===== src/rtl/cpu_types_pkg.sv =====
// Shared CPU datapath types: machine word and request-unit sequencer states.
package cpu_types_pkg;

    localparam int WORD_W = 32;

    typedef logic [WORD_W-1:0] word_t;

    typedef enum logic [1:0] {
        RU_FETCH = 2'd0,
        RU_DATA  = 2'd1,
        RU_HALT  = 2'd2
    } ru_state_t;

endpackage


===== src/rtl/link_register.sv =====
// LL/SC reservation: holds one word tag and reports a live match against the current address.
// Set takes priority over clear, so an LL retiring in the same cycle as a clear still links.
module link_register #(
    parameter int TAG_W = 30
) (
    input  logic             clk,
    input  logic             n_rst,
    input  logic             i_set,
    input  logic             i_clr,
    input  logic [TAG_W-1:0] i_tag,
    output logic             o_match
);

    logic             r_link_valid;
    logic [TAG_W-1:0] r_link_addr;

    always_ff @(posedge clk or negedge n_rst) begin
        if (!n_rst) begin
            r_link_valid <= 1'b0;
            r_link_addr  <= '0;
        end else if (i_set) begin
            r_link_valid <= 1'b1;
            r_link_addr  <= i_tag;
        end else if (i_clr) begin
            r_link_valid <= 1'b0;
        end
    end

    assign o_match = r_link_valid && (r_link_addr == i_tag);

endmodule


===== src/rtl/request_unit.sv =====
// Memory-request sequencer: 1-cycle retire for ALU ops, ihit + >=1 data cycle for loads/stores, stalls until dhit.
// LL/SC reservation tracking is built only when LLSC_EN is defined; otherwise SC always stores.
module request_unit
    import cpu_types_pkg::*;
#(
    parameter int ADDR_W   = WORD_W,
    parameter int LINK_LSB = 2
) (
    input  logic              clk,
    input  logic              n_rst,
    input  logic              ihit,
    input  logic              dhit,
    input  logic              MemRd,
    input  logic              MemWr,
    input  logic              datomic,
    input  logic              Halt,
    input  logic [ADDR_W-1:0] daddr,
    output logic              iREN,
    output logic              dREN,
    output logic              dWEN,
    output logic              pc_en,
    output logic              halt,
    output logic              sc_success
);

    ru_state_t r_state;
    ru_state_t w_state_nxt;

    logic r_dren;
    logic r_dwen;
    logic r_sc;
    logic r_halt;
    logic r_sc_success;

    logic w_start;
    logic w_mem_go;
    logic w_data_done;
    logic w_sc_fail;
    logic w_unused_lsb;

    assign w_start     = (r_state == RU_FETCH) && ihit && !Halt;
    assign w_data_done = (r_state == RU_DATA) && dhit;
    assign w_mem_go    = w_start && (MemRd || MemWr) && !w_sc_fail;
    assign w_unused_lsb = ^daddr[LINK_LSB-1:0];

`ifdef LLSC_EN
    logic r_ll;
    logic w_link_match;
    logic w_link_set;
    logic w_link_clr;

    // A failed SC retires from FETCH without a data phase, so it must be caught before dWEN is raised.
    assign w_sc_fail  = MemWr && datomic && !w_link_match;
    assign w_link_set = w_data_done && r_ll;
    assign w_link_clr = (w_start && w_sc_fail) ||
                        (w_data_done && r_dwen && (r_sc || w_link_match));

    always_ff @(posedge clk or negedge n_rst) begin
        if (!n_rst) begin
            r_ll <= 1'b0;
        end else if (w_mem_go) begin
            r_ll <= MemRd && datomic;
        end
    end

    link_register #(
        .TAG_W (ADDR_W - LINK_LSB)
    ) u_link_register (
        .clk     (clk),
        .n_rst   (n_rst),
        .i_set   (w_link_set),
        .i_clr   (w_link_clr),
        .i_tag   (daddr[ADDR_W-1:LINK_LSB]),
        .o_match (w_link_match)
    );
`else
    logic w_unused_tag;

    assign w_sc_fail    = 1'b0;
    assign w_unused_tag = ^daddr[ADDR_W-1:LINK_LSB];
`endif

    always_ff @(posedge clk or negedge n_rst) begin
        if (!n_rst) begin
            r_state <= RU_FETCH;
        end else begin
            r_state <= w_state_nxt;
        end
    end

    always_comb begin
        w_state_nxt = r_state;
        case (r_state)
            RU_FETCH: begin
                if (ihit && Halt) begin
                    w_state_nxt = RU_HALT;
                end else if (w_mem_go) begin
                    w_state_nxt = RU_DATA;
                end
            end
            RU_DATA: begin
                if (dhit) begin
                    w_state_nxt = RU_FETCH;
                end
            end
            RU_HALT: w_state_nxt = RU_HALT;
            default: w_state_nxt = RU_FETCH;
        endcase
    end

    always_comb begin
        iREN  = (r_state == RU_FETCH);
        pc_en = 1'b0;
        if (w_start && !w_mem_go) begin
            pc_en = 1'b1;
        end else if (w_data_done) begin
            pc_en = 1'b1;
        end
    end

    // MemRd wins if decode ever flags both, keeping dREN/dWEN mutually exclusive.
    always_ff @(posedge clk or negedge n_rst) begin
        if (!n_rst) begin
            r_dren       <= 1'b0;
            r_dwen       <= 1'b0;
            r_sc         <= 1'b0;
            r_halt       <= 1'b0;
            r_sc_success <= 1'b0;
        end else begin
            if (w_mem_go) begin
                r_dren <= MemRd;
                r_dwen <= MemWr && !MemRd;
                r_sc   <= MemWr && !MemRd && datomic;
            end else if (w_data_done) begin
                r_dren <= 1'b0;
                r_dwen <= 1'b0;
                if (r_sc) begin
                    r_sc_success <= 1'b1;
                end
            end
            if (w_start && w_sc_fail) begin
                r_sc_success <= 1'b0;
            end
            if ((r_state == RU_FETCH) && ihit && Halt) begin
                r_halt <= 1'b1;
            end
        end
    end

    assign dREN       = r_dren;
    assign dWEN       = r_dwen;
    assign halt       = r_halt;
    assign sc_success = r_sc_success;

endmodule


===== config.mk =====
export PLATFORM = sky130hd
export DESIGN_NAME = request_unit
export DESIGN_NICKNAME = d
export VERILOG_FILES = /design/src/rtl/cpu_types_pkg.sv /design/src/rtl/link_register.sv /design/src/rtl/request_unit.sv
export SDC_FILE = /design/constraint.sdc
export NUM_CORES = 1
export LEC_CHECK = 0
export ABC_CLOCK_PERIOD_IN_PS = 2350
export BUFFER_PORTS_ARGS = -buffer_cell sky130_fd_sc_hd__buf_4
export CAP_MARGIN = 10
export CORE_AREA = 2 2 39 41
export CTS_CLUSTER_SIZE = 16
export DETAILED_ROUTE_END_ITERATION = 10
export DIE_AREA = 0 0 41 43
export PLACE_DENSITY = 0.66
export RECOVER_POWER = 100
export SKIP_CTS_REPAIR_TIMING = 1
export SLEW_MARGIN = 20
export SYNTH_ARGS = -nofsm -noshare
export SYNTH_HDL_FRONTEND = slang
export SYNTH_HIERARCHICAL = 1
export SYNTH_SLANG_ARGS = --single-unit

===== constraint.sdc =====
create_clock -name clk -period 2.35 [get_ports clk]
set_input_delay 0.3525 -clock clk [delete_from_list [all_inputs] [get_ports clk]]
set_output_delay 0.3525 -clock clk [all_outputs]
set_load 0.005 [all_outputs]

# == Word level (Yosys, flattened, before mapping) ==
# Cells that the tools add are included.
# W data, S select, Z words.
# word_totals
register_bits,7
output_inout_bits,6
elab_cells,37
# classes
n_eq_ne,4
n_mux,9
bitwise_logic,1
reduce_logical,17
# op_table
op,count
$logic_and A1 B1 Y1,9
$mux W2,3
$pmux W2 S3,1
$mux W1,5
$logic_not A1 Y1,3
$ne A3 B1 Y1 const B,1
$reduce_and A3 Y1,1
$eq A2 B1 Y1 const B,1
$eq A2 B2 Y1 const B,1
$logic_not A2 Y1,1
$ne A2 B2 Y1 const B,1
$reduce_and A2 Y1,1
$reduce_bool A2 Y1,1
$logic_or A1 B1 Y1,1
$not A1 Y1,1

# == Depth between registers and ports, before layout ==
# Gate-level depths: netlist of the first run.
# depth
word_depth,7
depth_mapped,3

# == Least setup slack after synthesis of the first run ==
# No wires, ideal clock.
# synth_timing
path_kind,flip-flop to output port
startpoint,reg r_state[1]
endpoint,out pc_en
t_arrival_ns,0.942
slack_ns,1.055
stages_incl_launch_ff,4
n_path_buf,0
cell_sequence,dfrtp_1 -> nor4b_4 -> nand2_1 -> nand2_1
# synth_via
elab_chain_cells,7
word_cells_on_any_way,10
classes_between,eq/ne: 1; mux: 2; reduce/logical: 7
# synth_rtl
element,line_no,rtl
from (decl),request_unit.sv:26,ru_state_t r_state;
from (signal assigned),request_unit.sv:87,r_state <= w_state_nxt;
$logic_not A2 Y1,request_unit.sv:41,assign w_start = (r_state == RU_FETCH) && ihit && !Halt;
$logic_and A1 B1 Y1 (2 in a row),request_unit.sv:41,
$logic_and A1 B1 Y1,request_unit.sv:43,assign w_mem_go = w_start && (MemRd || MemWr) && !w_sc_fail;
$logic_not A1 Y1,request_unit.sv:114,if (w_start && !w_mem_go) begin
$logic_and A1 B1 Y1,request_unit.sv:114,
$mux W1 (*),request_unit.sv:114,
to (decl),request_unit.sv:21,"output logic pc_en,"
# Mark *: on every way between the ends. The rest lies on a longest branch, timed or not.

# == Worst setup path after layout of the first run ==
# Same ends and word-level chain as after synthesis.

==> results.json, run 1 <==
{
  "status": "finished clean",
  "synth_area_leaders": "dfrtp_1 56%, nor4b_4 7.5%, nand2_1 4.8%",
  "clock_path_buffers": 2,
  "ir_worst_vdd_mv": 0.311,
  "synth_area_per_cell_um2": 11.3,
  "hold_class": "in -> reg",
  "met1_usage_pct": 8.88,
  "p_leak_nw": 0.214,
  "core_area_mm2": 0.00138,
  "synthTopCellsByCount": "7 x dfrtp_1, 4 x nand2_1, 3 x nor2_1",
  "track_usage_pct": 9.61,
  "holdWs_ns": 0.294,
  "crit_type": "reg -> out",
  "busiest_layer": "met2",
  "rows": 14,
  "synth_top_area_share_pct": 55.6,
  "rsz0062_at_grt": "false",
  "fin_tns_setup_ns": 0,
  "grt_antenna_before_repair": 0,
  "layout-drive-gt1-share_pct": 39.1,
  "viasPerCell": 4.47,
  "pin_count": 46,
  "final_hold_viol_count": 0,
  "tightest_slew_ns": 0.390,
  "powerDensity_mw_per_mm2": 906,
  "grt_use_met2_pct": 13.8,
  "endpoint_kind": "primary output",
  "max_stage_delay_ns": 0.43,
  "cts_root_buf": "clkbuf_4",
  "worstPathArrival_ns": 1.40,
  "stdcell_count": 62,
  "ys_seq_area_share_pct": 55.6,
  "finalMaxSlewViolations": 0,
  "wl_per_cell_um": 11.0,
  "clock.fmax_mhz": 571,
  "yosysTopAreaCell": "dfrtp_1",
  "clock_skew_ns": 0.00188,
  "yosysMostFrequentCell": "dfrtp_1",
  "gp_congestion": 0.782,
  "fin_crit_ns": 1.75,
  "dp_worst_setup_slack_ns": 0.880,
  "diodes": 0,
  "synth.ff_latch_count": 7,
  "cts.reportedPaths.clkPinSlew_ns": 0.05,
  "cpMostUsedCell": "nand2_1",
  "crit_fanout": 6,
  "place_inst": 57,
  "maxCapViolCount": 0,
  "slowest_stage": "dfrtp_1",
  "use_met3_pct": 4.71,
  "nets": 87,
  "synth_nets": 68,
  "start_util_pct": 22.8,
  "slew_headroom_pct": 74.0,
  "synth_cell_types": 15,
  "ys_warn_count": 6,
  "clock_latency_ns": 0.25,
  "finish.utilization_pct": 33.6,
  "vias": 277,
  "htree_levels": 1,
  "post_dp_cell_area_um2": 433,
  "fp.dieW_um": 41,
  "synth_ff_type": "dfrtp_1",
  "drc_errors": 0,
  "cts_tree": "done",
  "synthArstFlopShare_pct": 100,
  "path_cells": "nor4b_4 -> nand2_1 -> nand2_1 -> clkbuf_4",
  "syn_inst": 28,
  "synth_area_um2": 315,
  "grt_pass1_wl_um": 1030,
  "area_growth_pct": 47.6,
  "required_ns": 2.00,
  "die_area_mm2": 0.00176,
  "finalWirelength_um": 682,
  "antenna_left": 0,
  "dp_hpwl_um": 534,
  "synth_edf_count": 0,
  "post-route-period-util_pct": 74.5,
  "numClockSinks": 7,
  "numCtsBuffers": 3,
  "grt_max_degree": 8,
  "worstSetupStartpointType": "flip-flop",
  "power_mw": 0.422,
  "drt_pass1_iterations": 4,
  "die_h_um": 43,
  "port_buffers": 13,
  "fin_ws_ns": 0.600,
  "fill_cells": 158,
  "setup_viol": 0,
  "grt_pass1_vias": 264,
  "design_area_um2": 465,
  "drtIter0Drc": 3,
  "grt-ovfl-total": 0
}
worst max-delay path, delay by kind of cell, from the launching register on:
family	cells	cell delay, ns
buf+inv	1	0.13
flops	1	0.43
simple gates	3	0.58
cell type report:
type | count | area (µm²) | area share (%)
clock buffers | 4 | 26.3 | 5.65
inverters | 2 | 7.51 | 1.61
multi-input cells | 19 | 133 | 28.5
flip-flops and latches | 7 | 175 | 37.6
well taps | 16 | 20.0 | 4.30
repair buffers | 14 | 104 | 22.3
worst paths after layout:
| check | start | endpoint | slack, ns | depth (start not counted) |
|---|---|---|---|---|
| worst max-delay path | r_state[1] | pc_en | 0.60 | 4 |
| worst min-delay path | dhit | r_state[0] | 0.29 | 2 |
| worst max register to register | r_state[1] | dREN | 0.99 | 3 |
| worst min register to register | halt | halt | 0.47 | 1 |
| max in group asynchronous | n_rst | halt | 1.54 | 2 |
| min in group asynchronous | n_rst | dWEN | 0.54 | 2 |
report_power, final:
group / leakage, nW / switching, mW / internal, mW
clock: 0.0150 / 0.0436 / 0.0648
combinational: 0.120 / 0.0468 / 0.0799
sequential: 0.0789 / 0.0262 / 0.161
flip-flops by register name, indices dropped and copies added, names as in the netlist:
register and count:
halt 1, sc_success 1, r_sc 1, dWEN 1, dREN 1, r_state 2
layer usage:
metal	routed length, µm	vias to the layer above	part of all wire, %
met1	288	128	42
li1	-	137	-
met3	42	4	6.2
met4	17	0	2.5
met2	334	8	49
met5	0	-	0
placed cells by master (no fill, tap or decap), drive strengths merged:
cell and instances:
a21oi 1, dfrtp 7, a32o 1, dlygate4sd3 1, nand3b 2, nor2b 1
o21bai 1, nand2 4, o22ai 1, inv 2, clkbuf 11, o32ai 1
nor2 3, buf 6, a22oi 1, a31oi 1, a31o 1, nor4b 1
logic make-up (layout without fill, tap and decap cells):
logic type,count (synthesis),count (layout),synth area share [%]
AND/OR/NAND/NOR,11,11,22.6
AO/OA/AOI/OAI,8,8,19.4
flip-flops,7,7,55.6
buffers and inverters,2,20,2.38
No activity file was read; power rests on OpenSTA's default activity.
==> run 2: changes to the inputs <==
--- a/config.mk
+++ b/config.mk
@@ -5,14 +5,14 @@
 export SDC_FILE = /design/constraint.sdc
 export NUM_CORES = 1
 export LEC_CHECK = 0
-export ABC_CLOCK_PERIOD_IN_PS = 2350
+export ABC_CLOCK_PERIOD_IN_PS = 1400
 export BUFFER_PORTS_ARGS = -buffer_cell sky130_fd_sc_hd__buf_4
 export CAP_MARGIN = 10
 export CORE_AREA = 2 2 39 41
 export CTS_CLUSTER_SIZE = 16
 export DETAILED_ROUTE_END_ITERATION = 10
 export DIE_AREA = 0 0 41 43
-export PLACE_DENSITY = 0.66
+export PLACE_DENSITY = 0.69
 export RECOVER_POWER = 100
 export SKIP_CTS_REPAIR_TIMING = 1
 export SLEW_MARGIN = 20
==> constraint.sdc (replaced) <==
create_clock -name clk -period 1.4 [get_ports clk]
set_input_delay 0.21 -clock clk [delete_from_list [all_inputs] [get_ports clk]]
set_output_delay 0.21 -clock clk [all_outputs]
set_load 0.005 [all_outputs]
==> results.json, run 2 (synthesis gave the netlist of run 1 again) <==
{
  "p_leak_nw": 0.230,
  "required_ns": 1.19,
  "tightest_slew_ns": 0.350,
  "pin_count": 46,
  "gp_congestion": 0.626,
  "fin_ws_ns": -0.0256,
  "nets": 90,
  "area_growth_pct": 55.2,
  "finalMaxSlewViolations": 0,
  "clock_latency_ns": 0.24,
  "grt_max_degree": 8,
  "finalWirelength_um": 633,
  "wl_per_cell_um": 9.74,
  "r2r_cells": 4,
  "core_area_mm2": 0.00138,
  "die_h_um": 43,
  "violations": "setup timing",
  "drtIter0Drc": 1,
  "final_cell_mix": "11 x buf_4, 7 x clkbuf_4, 6 x dfrtp_1",
  "reg2reg_to": "dREN",
  "holdWs_ns": 0.160,
  "grt_antenna_before_repair": 0,
  "track_usage_pct": 9.25,
  "diodes": 0,
  "endpoint_kind": "primary output",
  "final_common_cell": "buf_4",
  "drc_errors": 0,
  "viasPerCell": 4.42,
  "post-route-period-util_pct": 102,
  "fp.dieW_um": 41,
  "p_int_mw": 0.520,
  "setup_viol": 1,
  "ir_worst_vdd_mv": 0.459,
  "p_seq_share_pct": 44.1,
  "numCtsBuffers": 3,
  "crit_fanout": 4,
  "die_area_mm2": 0.00176,
  "fin_crit_ns": 1.43,
  "status": "complete, but fails checks",
  "holdPathStages": 2,
  "grt_pass1_vias": 271,
  "min_from": "dhit",
  "combPwrFrac_pct": 31.7,
  "p_clk_share_pct": 24.2,
  "r2r_start": "r_state[0]",
  "clock_path_buffers": 2,
  "htree_levels": 1,
  "maxCapViolCount": 0,
  "layout-drive-gt1-share_pct": 44.9,
  "numClockSinks": 7,
  "hold_class": "in -> reg",
  "powerDensity_mw_per_mm2": 1450,
  "largest_register": "r_state",
  "p_sw_share_pct": 26.8,
  "final_hold_viol_count": 0,
  "crit_type": "reg -> out",
  "drt_pass1_iterations": 4,
  "rows": 14,
  "clock.fmax_mhz": 701,
  "hold_path_end": "r_state[0]",
  "p_switching_mw": 0.190,
  "worstSetupStartpointType": "flip-flop",
  "cts.reportedPaths.clkPinSlew_ns": 0.05,
  "grt_pass1_wl_um": 1040,
  "start_util_pct": 22.8,
  "regToRegSetupSlack_ns": 0.08,
  "cts_tree": "done",
  "dp_hpwl_um": 543,
  "port_buffers": 13,
  "power_mw": 0.711,
  "fin_tns_setup_ns": -0.0256,
  "largest_reg_flops": 2,
  "vias": 287,
  "antenna_left": 0,
  "cts_root_buf": "clkbuf_4",
  "slew_headroom_pct": 76.7,
  "rsz0062_at_grt": "true",
  "worstPathArrival_ns": 1.22,
  "clock_skew_ns": 0.000742,
  "grt-ovfl-total": 0
}
-- run 2: worst max-delay path by stage --
| stage | startpoint | to | cells past startpoint |
|---|---|---|---|
| after CTS | r_state[1] | pc_en | 4 |
| final | r_state[0] | pc_en | 4 |
| after detailed placement | r_state[1] | dREN | 3 |
| after global placement | r_state[1] | dREN | 3 |
| after floorplan | r_state[1] | dREN | 3 |
| after global routing | r_state[0] | pc_en | 4 |
-- run 2: layout make-up --
| cell class | count | area (µm²) |
|---|---|---|
| tap | 16 | 20.0 |
| timing repair buffer | 17 | 126 |
| inverter | 2 | 7.51 |
| clock buffer | 4 | 26.3 |
| fill | 145 | 895 |
| sequential | 7 | 176 |
| multi-input combinational | 19 | 133 |
-- run 2: stage by stage --
stage | instances | worst slack [ns] | area, µm² | utilization (%)
2_1_floorplan | 28 | 0.131 | 315 | -
3_3_place_gp | 58 | 0.166 | 440 | 31.8
3_5_place_dp | 58 | 0.144 | 440 | 31.8
4_1_cts | 62 | -0.0806 | 467 | 33.7
5_1_grt | 65 | -0.114 | 489 | 35.4
6_report | 65 | -0.0256 | 489 | 35.4
-- run 2: power by group through the flow --
stage          Combinational, mW  Clock, mW  Sequential [mW]
2_1_floorplan             0.0937          0            0.317
3_5_place_dp               0.226          0            0.319
4_1_cts                    0.226      0.181            0.316
3_3_place_gp               0.223          0            0.316
5_1_grt                    0.249      0.193            0.322
6_report                   0.225      0.172            0.314
-- run 2: worst max-delay path, cell delays in order (launching register included) --
cell and delay [ns]:
dfrtp_2 0.43, nor4b_4 0.30, nand2_1 0.08, nand2_1 0.06, buf_4 0.10
-- run 2: layer usage --
layer	global-route usage (%)	wire length [µm]	vias up	part of all wire, %
met5	0	0	-	0
met1	8.70	219	139	35
met2	13.8	385	3	61
li1	-	-	145	-
met4	8.00	0	0	0
met3	4.71	27	0	4.3
